==> config.mk <==
export PLATFORM = sky130hd
export DESIGN_NAME = apb_master_ctrl_flat
export DESIGN_NICKNAME = d
export VERILOG_FILES = /design/src/rtl/apb_master_ctrl_pkg.sv /design/src/rtl/apb_master_ctrl_if.sv /design/src/rtl/apb_master_ctrl_timeout_cnt.sv /design/src/rtl/apb_master_ctrl.sv /design/src/flat_wrapper.sv
export SDC_FILE = /design/constraint.sdc
export NUM_CORES = 1
export LEC_CHECK = 0
export ABC_AREA = 1
export CAP_MARGIN = 20
export CORE_MARGIN = 3
export CORE_UTILIZATION = 40
export CTS_CLUSTER_DIAMETER = 50
export DETAILED_ROUTE_END_ITERATION = 8
export PLACE_DENSITY = 0.79
export SYNTH_ARGS = -nofsm -noshare
export SYNTH_HDL_FRONTEND = slang
export SYNTH_SLANG_ARGS = --single-unit
==> constraint.sdc <==
create_clock -name clk -period 1.85 [get_ports clk]
set_input_delay 0.37 -clock clk [delete_from_list [all_inputs] [get_ports clk]]
set_output_delay 0.37 -clock clk [all_outputs]
set_load 0.05 [all_outputs]
==> src/rtl/apb_master_ctrl_pkg.sv <==
// apb_pkg: shared APB state encoding and strobe-width helper
//   IDLE/SETUP/ACCESS encodings are shared with the APB completer side.
//   strb_w(): byte-strobe width for a given data width.
package apb_pkg;
    localparam logic [1:0] IDLE   = 2'b00;
    localparam logic [1:0] SETUP  = 2'b01;
    localparam logic [1:0] ACCESS = 2'b10;
    typedef enum logic [1:0] {ST_IDLE = IDLE, ST_SETUP = SETUP, ST_ACCESS = ACCESS} state_t;
    function automatic int strb_w(input int data_w);
        return data_w / 8;
    endfunction
endpackage

==> src/rtl/apb_master_ctrl_if.sv <==
// apb_master_ctrl_if: command/response handshake plus APB bus of the APB requester
//   cmd_*  : command request (valid/ready) with write/addr/wdata/strb payload
//   rsp_*  : single-cycle response strobe with rdata/err/timeout
//   p*     : APB3/APB4 bus signals
//   master : requester view, slave : agent/completer view
interface apb_master_ctrl_if #(parameter int ADDR_W = 32, parameter int DATA_W = 32);
    import apb_pkg::*;
    localparam int STRB_W = strb_w(DATA_W);
    logic              cmd_valid;
    logic              cmd_ready;
    logic              cmd_write;
    logic [ADDR_W-1:0] cmd_addr;
    logic [DATA_W-1:0] cmd_wdata;
    logic [STRB_W-1:0] cmd_strb;
    logic              rsp_valid;
    logic [DATA_W-1:0] rsp_rdata;
    logic              rsp_err;
    logic              rsp_timeout;
    logic              psel;
    logic              penable;
    logic              pwrite;
    logic [ADDR_W-1:0] paddr;
    logic [DATA_W-1:0] pwdata;
    logic [STRB_W-1:0] pstrb;
    logic              pready;
    logic [DATA_W-1:0] prdata;
    logic              pslverr;
    modport master (
        input  cmd_valid, cmd_write, cmd_addr, cmd_wdata, cmd_strb, pready, prdata, pslverr,
        output cmd_ready, rsp_valid, rsp_rdata, rsp_err, rsp_timeout,
               psel, penable, pwrite, paddr, pwdata, pstrb
    );
    modport slave (
        output cmd_valid, cmd_write, cmd_addr, cmd_wdata, cmd_strb, pready, prdata, pslverr,
        input  cmd_ready, rsp_valid, rsp_rdata, rsp_err, rsp_timeout,
               psel, penable, pwrite, paddr, pwdata, pstrb
    );
endinterface

==> src/rtl/apb_master_ctrl_timeout_cnt.sv <==
// apb_timeout_cnt: ACCESS wait-cycle counter for the APB requester timeout
//   clk, rst_n : clock, synchronous active-low reset
//   clear      : zero the count (on entry to ACCESS)
//   enable     : count one wait cycle
//   expired    : this enabled cycle brings the count to LIMIT
module apb_timeout_cnt #(parameter int LIMIT = 256) (
    input  logic clk,
    input  logic rst_n,
    input  logic clear,
    input  logic enable,
    output logic expired
);
    localparam int W = $clog2(LIMIT + 1);
    logic [W-1:0] cnt;
    always_ff @(posedge clk) begin
        if (!rst_n || clear) cnt <= '0;
        else if (enable) cnt <= cnt + 1'b1;
    end
    assign expired = enable && cnt == W'(LIMIT - 1);
endmodule

==> src/rtl/apb_master_ctrl.sv <==
// apb_master_ctrl: APB requester turning one valid/ready command into one APB transfer
//   clk   : bus clock, rising edge
//   rst_n : synchronous active-low reset
//   bus   : apb_master_ctrl_if.master (cmd_*, rsp_*, APB p* signals)
//   Optional macro APB_MASTER_TIMEOUT_EN: abort ACCESS after TIMEOUT_CYCLES cycles without pready.
module apb_master_ctrl
    import apb_pkg::*;
#(
    parameter int ADDR_W         = 32,
    parameter int DATA_W         = 32,
    parameter int TIMEOUT_CYCLES = 256
) (
    input  logic                 clk,
    input  logic                 rst_n,
    apb_master_ctrl_if.master    bus
);
    localparam int STRB_W = strb_w(DATA_W);
    state_t state, state_nxt;
    logic   done, timeout, accept;
    assign done   = state == ST_ACCESS && bus.pready;
    assign accept = state == ST_IDLE && bus.cmd_valid;
`ifdef APB_MASTER_TIMEOUT_EN
    apb_timeout_cnt #(.LIMIT(TIMEOUT_CYCLES)) u_timeout (
        .clk    (clk),
        .rst_n  (rst_n),
        .clear  (state == ST_SETUP),
        .enable (state == ST_ACCESS && !bus.pready),
        .expired(timeout)
    );
`else
    // Constant zero that still references the limit so it is not an unused parameter.
    assign timeout = 1'b0 & (|TIMEOUT_CYCLES);
`endif
    always_ff @(posedge clk) begin
        if (!rst_n) state <= ST_IDLE;
        else state <= state_nxt;
    end
    always_comb begin
        bus.cmd_ready = rst_n && state == ST_IDLE;
        bus.psel      = state == ST_SETUP || state == ST_ACCESS;
        bus.penable   = state == ST_ACCESS;
        state_nxt     = state == ST_IDLE   ? (bus.cmd_valid ? ST_SETUP : ST_IDLE) :
                        state == ST_SETUP  ? ST_ACCESS :
                        state == ST_ACCESS && !(done || timeout) ? ST_ACCESS : ST_IDLE;
    end
    always_ff @(posedge clk) begin
        if (!rst_n) begin
            bus.paddr       <= ADDR_W'(0);
            bus.pwrite      <= 1'b0;
            bus.pwdata      <= DATA_W'(0);
            bus.pstrb       <= STRB_W'(0);
            bus.rsp_valid   <= 1'b0;
            bus.rsp_rdata   <= DATA_W'(0);
            bus.rsp_err     <= 1'b0;
            bus.rsp_timeout <= 1'b0;
        end else begin
            bus.rsp_valid <= done || timeout;
            if (accept) begin
                bus.paddr  <= bus.cmd_addr;
                bus.pwrite <= bus.cmd_write;
                bus.pwdata <= bus.cmd_wdata;
                bus.pstrb  <= bus.cmd_write ? bus.cmd_strb : STRB_W'(0);
            end
            // pready wins over a same-cycle timeout because the counter only runs while pready=0.
            if (done) begin
                bus.rsp_rdata   <= bus.pwrite ? DATA_W'(0) : bus.prdata;
                bus.rsp_err     <= bus.pslverr;
                bus.rsp_timeout <= 1'b0;
            end else if (timeout) begin
                bus.rsp_rdata   <= DATA_W'(0);
                bus.rsp_err     <= 1'b1;
                bus.rsp_timeout <= 1'b1;
            end
        end
    end
endmodule
==> src/flat_wrapper.sv <==
// flat-port wrapper written by rule: the top's interface ports become plain ports
module apb_master_ctrl_flat import apb_pkg::*;
#(
    parameter int ADDR_W         = 32,
    parameter int DATA_W         = 32,
    parameter int TIMEOUT_CYCLES = 256
)
  (clk, rst_n, bus_cmd_valid, bus_cmd_write, bus_cmd_addr, bus_cmd_wdata, bus_cmd_strb, bus_pready, bus_prdata, bus_pslverr, bus_cmd_ready, bus_rsp_valid, bus_rsp_rdata, bus_rsp_err, bus_rsp_timeout, bus_psel, bus_penable, bus_pwrite, bus_paddr, bus_pwdata, bus_pstrb);
  apb_master_ctrl_if #(.ADDR_W(ADDR_W), .DATA_W(DATA_W)) bus_i ();
  input  logic clk;
  input  logic rst_n;
  input wire logic [$bits(bus_i.cmd_valid)-1:0] bus_cmd_valid;
  input wire logic [$bits(bus_i.cmd_write)-1:0] bus_cmd_write;
  input wire logic [$bits(bus_i.cmd_addr)-1:0] bus_cmd_addr;
  input wire logic [$bits(bus_i.cmd_wdata)-1:0] bus_cmd_wdata;
  input wire logic [$bits(bus_i.cmd_strb)-1:0] bus_cmd_strb;
  input wire logic [$bits(bus_i.pready)-1:0] bus_pready;
  input wire logic [$bits(bus_i.prdata)-1:0] bus_prdata;
  input wire logic [$bits(bus_i.pslverr)-1:0] bus_pslverr;
  output wire logic [$bits(bus_i.cmd_ready)-1:0] bus_cmd_ready;
  output wire logic [$bits(bus_i.rsp_valid)-1:0] bus_rsp_valid;
  output wire logic [$bits(bus_i.rsp_rdata)-1:0] bus_rsp_rdata;
  output wire logic [$bits(bus_i.rsp_err)-1:0] bus_rsp_err;
  output wire logic [$bits(bus_i.rsp_timeout)-1:0] bus_rsp_timeout;
  output wire logic [$bits(bus_i.psel)-1:0] bus_psel;
  output wire logic [$bits(bus_i.penable)-1:0] bus_penable;
  output wire logic [$bits(bus_i.pwrite)-1:0] bus_pwrite;
  output wire logic [$bits(bus_i.paddr)-1:0] bus_paddr;
  output wire logic [$bits(bus_i.pwdata)-1:0] bus_pwdata;
  output wire logic [$bits(bus_i.pstrb)-1:0] bus_pstrb;
  assign bus_i.cmd_valid = bus_cmd_valid;
  assign bus_i.cmd_write = bus_cmd_write;
  assign bus_i.cmd_addr = bus_cmd_addr;
  assign bus_i.cmd_wdata = bus_cmd_wdata;
  assign bus_i.cmd_strb = bus_cmd_strb;
  assign bus_i.pready = bus_pready;
  assign bus_i.prdata = bus_prdata;
  assign bus_i.pslverr = bus_pslverr;
  assign bus_cmd_ready = bus_i.cmd_ready;
  assign bus_rsp_valid = bus_i.rsp_valid;
  assign bus_rsp_rdata = bus_i.rsp_rdata;
  assign bus_rsp_err = bus_i.rsp_err;
  assign bus_rsp_timeout = bus_i.rsp_timeout;
  assign bus_psel = bus_i.psel;
  assign bus_penable = bus_i.penable;
  assign bus_pwrite = bus_i.pwrite;
  assign bus_paddr = bus_i.paddr;
  assign bus_pwdata = bus_i.pwdata;
  assign bus_pstrb = bus_i.pstrb;
  apb_master_ctrl #(.ADDR_W(ADDR_W), .DATA_W(DATA_W), .TIMEOUT_CYCLES(TIMEOUT_CYCLES)) u_core (.clk(clk), .rst_n(rst_n), .bus(bus_i));
endmodule
==> impl_metrics.py <==
metrics = {
    "final_layout": {
        "diodes": 0,
        "final_util": 0.622,
        "layout.nets": 978,
        "fin_cells": 1010,
        "nFillCells": 1033,
        "area_delta_synth_final_pct": 47.8,
        "drive_above_1_share": 0.109,
        "design_area_mm2": 0.00657,
    },
    "placement": {
        "pre_cts_ws_ps": 298,
        "dp_cells": 994,
        "numPortBuffers": 211,
        "placed_cell_area_mm2": 0.00644,
        "dp_hpwl_um": 7930,
        "place.gp.congestion": 0.821,
    },
    "yosys": {
        "synth-seq-area-share": 0.473,
        "synthSimpleGateAreaFrac": 0.328,
        "synth_top_cell_by_area": "dfxtp_1",
        "synth_top_area_frac": 0.473,
        "synth-compound-area-share": 0.0372,
        "syn_inst": 678,
        "synth.avg_cell_area_um2": 6.55,
        "yosys_warnings": 0,
        "syn_nets": 787,
        "ys_ff_latch": 105,
        "post_synth_main_area_contributors": "dfxtp_1 (47%), nand2_1 (18%), nor2_1 (15%)",
        "synth_top_family_by_area": "simple AND/OR/NAND/NOR gates",
        "ys_types": 13,
        "synthXorXnorAreaFrac": 0,
        "synth_mux_area_frac": 0,
        "synth_fa_ha_area_frac": 0.00845,
        "syn-cell-area_mm2": 0.00444,
    },
    "timing": {
        "layout_setup_ws_ps": 171,
        "slew_headroom": 0.664,
        "finalSetupViolCount": 0,
        "hold_slack_ps": 334,
        "finalCritPeriodShare": 0.908,
        "min_period_ps": 1680,
        "hold_viol_final": 0,
        "rsz0062_at_grt": "no",
        "clock_skew_ps": 15.4,
        "fmax_mhz": 596,
        "worst_slew_pin_slew_ps": 507,
        "drv_slew": 0,
        "fin_setup_tns_ps": 0,
    },
    "clock_network": {
        "clk_latency_ps": 350,
        "cts_tree": "done",
        "cts.sinks": 105,
        "numCtsBuffers": 9,
        "cts_hold_buffers": 0,
        "cts_resized": 34,
        "postCtsSetupBuffers": 0,
        "ctsRootBufferMaster": "clkbuf_8",
        "clock_path_buffers": 2,
        "htreeDepth": 3,
        "clkTransAtPathRegs_ps": 90,
    },
    "grt": {
        "grt_pass1_wl_um": 18000,
        "grt_max_degree": 69,
        "grt_pass1_vias": 3776,
        "grt-ovfl-total": 0,
        "grt_antenna_before_repair": 0,
        "grt_usage": 0.172,
    },
    "power_and_ir_drop": {
        "swShare": 0.329,
        "intPower_mw": 3.39,
        "p_clk_frac": 0.248,
        "power_per_cell_area_mw_per_mm2": 769,
        "p_total_mw": 5.05,
        "p_seq_frac": 0.486,
        "ir_drop_mv": 0.367,
        "power_switching_mw": 1.66,
        "comb_power_share": 0.266,
        "leakage_nw": 3.50,
    },
    "floorplan": {
        "die_y_um": 111,
        "start_util": 0.421,
        "die-area_mm2": 0.0124,
        "die_x_um": 111,
        "core_area_mm2": 0.0106,
        "num_rows": 37,
        "ioPinCount": 213,
    },
    "routing": {
        "wl_per_cell_um": 11.0,
        "routed_wl_um": 11100,
        "num_vias": 4246,
        "drt_iter0_markers": 268,
        "drc": 0,
        "dr.pass1.iters": 4,
        "antenna_left": 0,
        "avgViaCountPerCell": 4.20,
    },
    "hold_path": {
        "hold_class": "in -> reg",
    },
    "run_status": {
        "outcome": "finished clean",
    },
    "setup_path": {
        "crit_arrival_ps": 1310,
        "path_max_fanout": 3,
        "max_stage_delay_ps": 320,
        "cp_top_family": "flip-flops",
        "startpoint_type": "flip-flop",
        "path_cells": "inv_1 -> ha_1 -> nand2_1 -> inv_1 -> buf_12",
        "crit_slowest_cell": "dfxtp_1",
        "critPathKind": "reg -> out",
        "timing.critical_path.buf_inv": 3,
        "cp-end-kind": "primary output",
        "crit_top_cell": "inv_1",
        "crit_required_ps": 1480,
    },
    "job": {
        "cap_violations": 0,
    },
}
==> final timing paths <==
check                             from                    to  slack [ps]  cells past startpoint
setup / recovery       u_core.state[1]         bus_cmd_ready         170                      5
hold reg to reg   u_core.bus.paddr[31]  u_core.bus.paddr[31]         510                      4
setup reg to reg       u_core.state[0]     u_core.bus.pwrite         480                      7
hold / removal                   rst_n  u_core.bus.rsp_valid         330                      3
==> power by group through the flow <==
stage / clock network [mW] / registers (mW) / logic, mW
finish: 1.25 / 2.45 / 1.34
CTS: 1.31 / 2.45 / 1.35
detailed placement: 0 / 2.51 / 1.38
floorplan: 0 / 2.96 / 0.399
global placement: 0 / 2.50 / 1.37
global route: 1.40 / 2.47 / 1.45
==> layer usage <==
layer | part of all wire | vias up | wire (um) | global-route usage
met4 | 0.012 | 0 | 138 | 0.0381
met3 | 0.10 | 11 | 1160 | 0.0663
li1 | - | 2314 | - | -
met5 | 0 | - | 0 | 0
met2 | 0.44 | 159 | 4890 | 0.270
met1 | 0.44 | 1762 | 4900 | 0.227
==> area by class of cell <==
class	instances	area, um2	share of cell area
multi-input combinational	424	1670	0.255
clock buffer	12	135	0.0206
tap	136	170	0.0259
inverter	111	417	0.0635
sequential	105	2100	0.320
clock inverter	4	30.0	0.00457
timing repair buffer	218	2040	0.311
==> sequential cells by signal, summed over array words and instances (netlist names) <==
register	count
u_core.bus.paddr	32
u_core.bus.rsp_err	1
u_core.bus.pstrb	4
u_core.bus.rsp_rdata	32
u_core.state	2
u_core.bus.rsp_valid	1
u_core.bus.pwdata	32
u_core.bus.pwrite	1
==> worst reg2reg max path, stage by stage, from the launching register on <==
cell and delay [ps]:
dfxtp_1 340, inv_1 70, ha_1 260, nand2_4 120
buf_12 260, nand2_1 100, nand2_1 80, nor2_1 40
==> cell usage after synthesis <==
cell / count
or2_1: 1
a21oi_1: 33
dfxtp_1: 105
conb_1: 1
buf_4: 16
buf_2: 15
nand2_1: 210
inv_1: 111
nor2_1: 175
clkbuf_1: 2
ha_1: 3
buf_6: 5
nand2_2: 1
==> kinds of logic after synthesis <==
logic type               after synthesis
buffers and inverters                149
AO/OA/AOI/OAI                         33
other                                  1
AND/OR/NAND/NOR                      387
adder cells (fa/ha/maj)                3
flip-flops                           105
==> cells in the final DEF, fill, tap and decap left out <==
master / instances
clkinv_2: 1
a21oi_1: 33
or2_1: 1
nand2_1: 209
nand2_4: 1
clkinv_4: 2
clkbuf_8: 9
buf_12: 8
nand2_2: 1
nor2_1: 175
inv_1: 111
buf_4: 72
dlygate4sd2_1: 34
clkdlybuf4s50_1: 104
clkinvlp_4: 1
clkbuf_1: 3
dfxtp_1: 105
conb_1: 1
ha_1: 3
(Power assumes the default switching activity.)
==> patch (same settings) <==
Add a define of `APB_MASTER_TIMEOUT_EN`.
--- a/src/rtl/apb_master_ctrl.sv
+++ b/src/rtl/apb_master_ctrl.sv
@@ -4,4 +4,6 @@
 //   bus   : apb_master_ctrl_if.master (cmd_*, rsp_*, APB p* signals)
 //   Optional macro APB_MASTER_TIMEOUT_EN: abort ACCESS after TIMEOUT_CYCLES cycles without pready.
+`define APB_MASTER_TIMEOUT_EN
+
 module apb_master_ctrl
     import apb_pkg::*;
Formal check against the unedited RTL: same outputs for any inputs over 10 cycles, from zero or initial values and one cycle with rst_n low; that may be too few to reach the edited logic, so the function may still have changed.
==> patch against the unedited design <==
  * Hold slack lost 64 ps
  * Global-route usage grew 3.6 points
  * Final cell count shrank 12%
  * First-iteration DRC count shrank 22%
  * Setup slack lost 89 ps
  * Synthesized area shrank 6.1%
  * Fmax shrank 5.0%
  * Cell area grew 3.5%
  * Critical path depth shrank 2
  * Largest cell class unchanged
  * Routed wire length grew 11%
  * Total power grew 36%
  * Sequential cell count grew 10
==> patch: results (changes against the unedited design) <==
- The endpoint of the worst hold-timing path is u_core.state[1] (was u_core.bus.rsp_valid).
- The number of buffers created by CTS is 17 (was 9).
- The CTS H-tree depth is 4 (was 3).
- The endpoint of the lowest-slack register-to-register path is u_core.bus.rsp_rdata[26] (was u_core.bus.pwrite).
- Outcome: complete, no violations (unchanged).
- The later-pin clock latency in the skew report is 500 ps (was 350 ps).
- The overall fraction of global-route tracks in use came to 20.79% (was 17.23%).
- The first-iteration detailed-routing DRC count is 210 (was 268).
- The global-route wire length before repair is 19.20 mm (was 17.97 mm).
- The global placement routability congestion came to 0.7901 (was 0.8209).
- The leakage power figure was 2.914 nW (was 3.501 nW).
- The worst-margin pin slew is 517.3 ps (was 506.8 ps).
- The beginning of the worst register-to-register path is u_core.u_timeout.cnt[0] (was u_core.state[0]).
- The filler cell count in the final layout came to 807 (was 1033).
- The detailed-route via count is 4199 (was 4246).
- The fraction of final layout cells with drive strength greater than 1 is 18.78% (was 10.87%).
- The final-stage net count was 855 (was 978).
- The worst-case vdd ir drop is 0.0004843 V (was 0.0003669 V).
- The final setup skew is 7.513 ps (was 15.43 ps).
- The arrival time of the worst setup path is 1400 ps (was 1310 ps).
- The synthesized netlist net count is 646 (was 787).
- The initial antenna violation count came to 0 (unchanged).
- The number of cell instances on the worst register-to-register path is 8 (was 7).
- The overall routed net length is 12.31 mm (was 11.10 mm).
- The met3 wire length is 955 um (was 1.164 mm).
- The maximum number of pins on one net before global-route repair was 58 (was 69).
- The register-to-register path setup slack was 170 ps (was 480 ps).
- The synthesized-area fraction occupied by ao, oa, aoi and oai cells is 13.98% (was 3.718%).
- The post-synthesis sequential area ratio is 55.21% (was 47.32%).
- Top post-synthesis cells by count: 151 x sky130_fd_sc_hd__nor2_1, 115 x sky130_fd_sc_hd__dfxtp_1, 95 x sky130_fd_sc_hd__nand2_1 (was 210 x sky130_fd_sc_hd__nand2_1, 175 x sky130_fd_sc_hd__nor2_1, 111 x sky130_fd_sc_hd__inv_1).
- The sum of met2 wire segment lengths after detailed routing is 6.212 mm (was 4.894 mm).
- The clock transition at the register clock pins on the worst setup and hold paths after CTS is 50 ps (was 90 ps).
- The critical-path maximum fanout was 5 (was 3).
- The routed length on met1 is 4.826 mm (was 4.898 mm).
- The half-perimeter wire length after detailed placement is 8.751 mm (was 7.927 mm).
- The count of different cell masters after synthesis is 23 (was 13).
==> patch: critical path: cells and delay by family (launching register included) <==
family	cells	cell delay [ps]
flip-flops	1	310
adder cells (fa/ha/maj)	1	300
buffers and inverters	2	270
==> patch: routing by layer <==
metal,vias up,track usage [%]
met5,-,0
met4,0,10.28
met3,26,5.672
met2,162,35.92
met1,1888,23.60
li1,2123,-
==> patch: worst max-delay path by stage <==
stage               slack (ps)                       end                     from  depth (start not counted)
floorplan                  210  u_core.bus.rsp_rdata[16]  u_core.u_timeout.cnt[0]                          8
global route                20               bus_penable          u_core.state[0]                          3
global placement           170  u_core.bus.rsp_rdata[11]  u_core.u_timeout.cnt[0]                          8
detailed placement         100  u_core.bus.rsp_rdata[23]  u_core.u_timeout.cnt[0]                          8
finish                      80               bus_penable          u_core.state[0]                          3
CTS                         10               bus_penable          u_core.state[0]                          3
==> patch: cell families (layout without fill, tap and decap cells) <==
family,Yosys count,in the layout
buf+inv,48,269
simple gates,255,255
flops,115,115
fa+ha+maj,5,5
compound gates,112,112
==> patch: power breakdown <==
group	total (W)	switching, W	internal (W)
clock	0.00302	0.00106	0.00196
sequential	0.00267	0.0000674	0.00260
combinational	0.00118	0.000730	0.000455
total	0.00687	0.00186	0.00502
==> patch: area by class of cell <==
type	instances	area, um2	share of cell area [%]
clock buffer	20	445.4	6.556
multi-input combinational	372	1662	24.46
tap	133	166.4	2.449
clock inverter	11	111.4	1.639
timing repair buffer	220	2037	29.98
inverter	18	67.56	0.9945
sequential	115	2305	33.92
==> patch: per-stage QoR <==
stage	std cells	setup slack, ps	utilization [%]	hold slack (ps)	cell area [um2]
after floorplan	535	207.2	-	470.6	4170
after global placement	858	172.6	62.54	440.8	6226
after detailed placement	858	97.56	62.54	438.4	6226
after CTS	889	9.967	67.89	240.4	6758
after global routing	889	17.16	68.25	265.9	6794
final	889	82.24	68.25	269.8	6794
==> patch: repair_timing <==
item	CTS	global route
resized for setup	23	9
buffers inserted	0	0
setup endpoints to repair	23	34
pin swaps	0	2
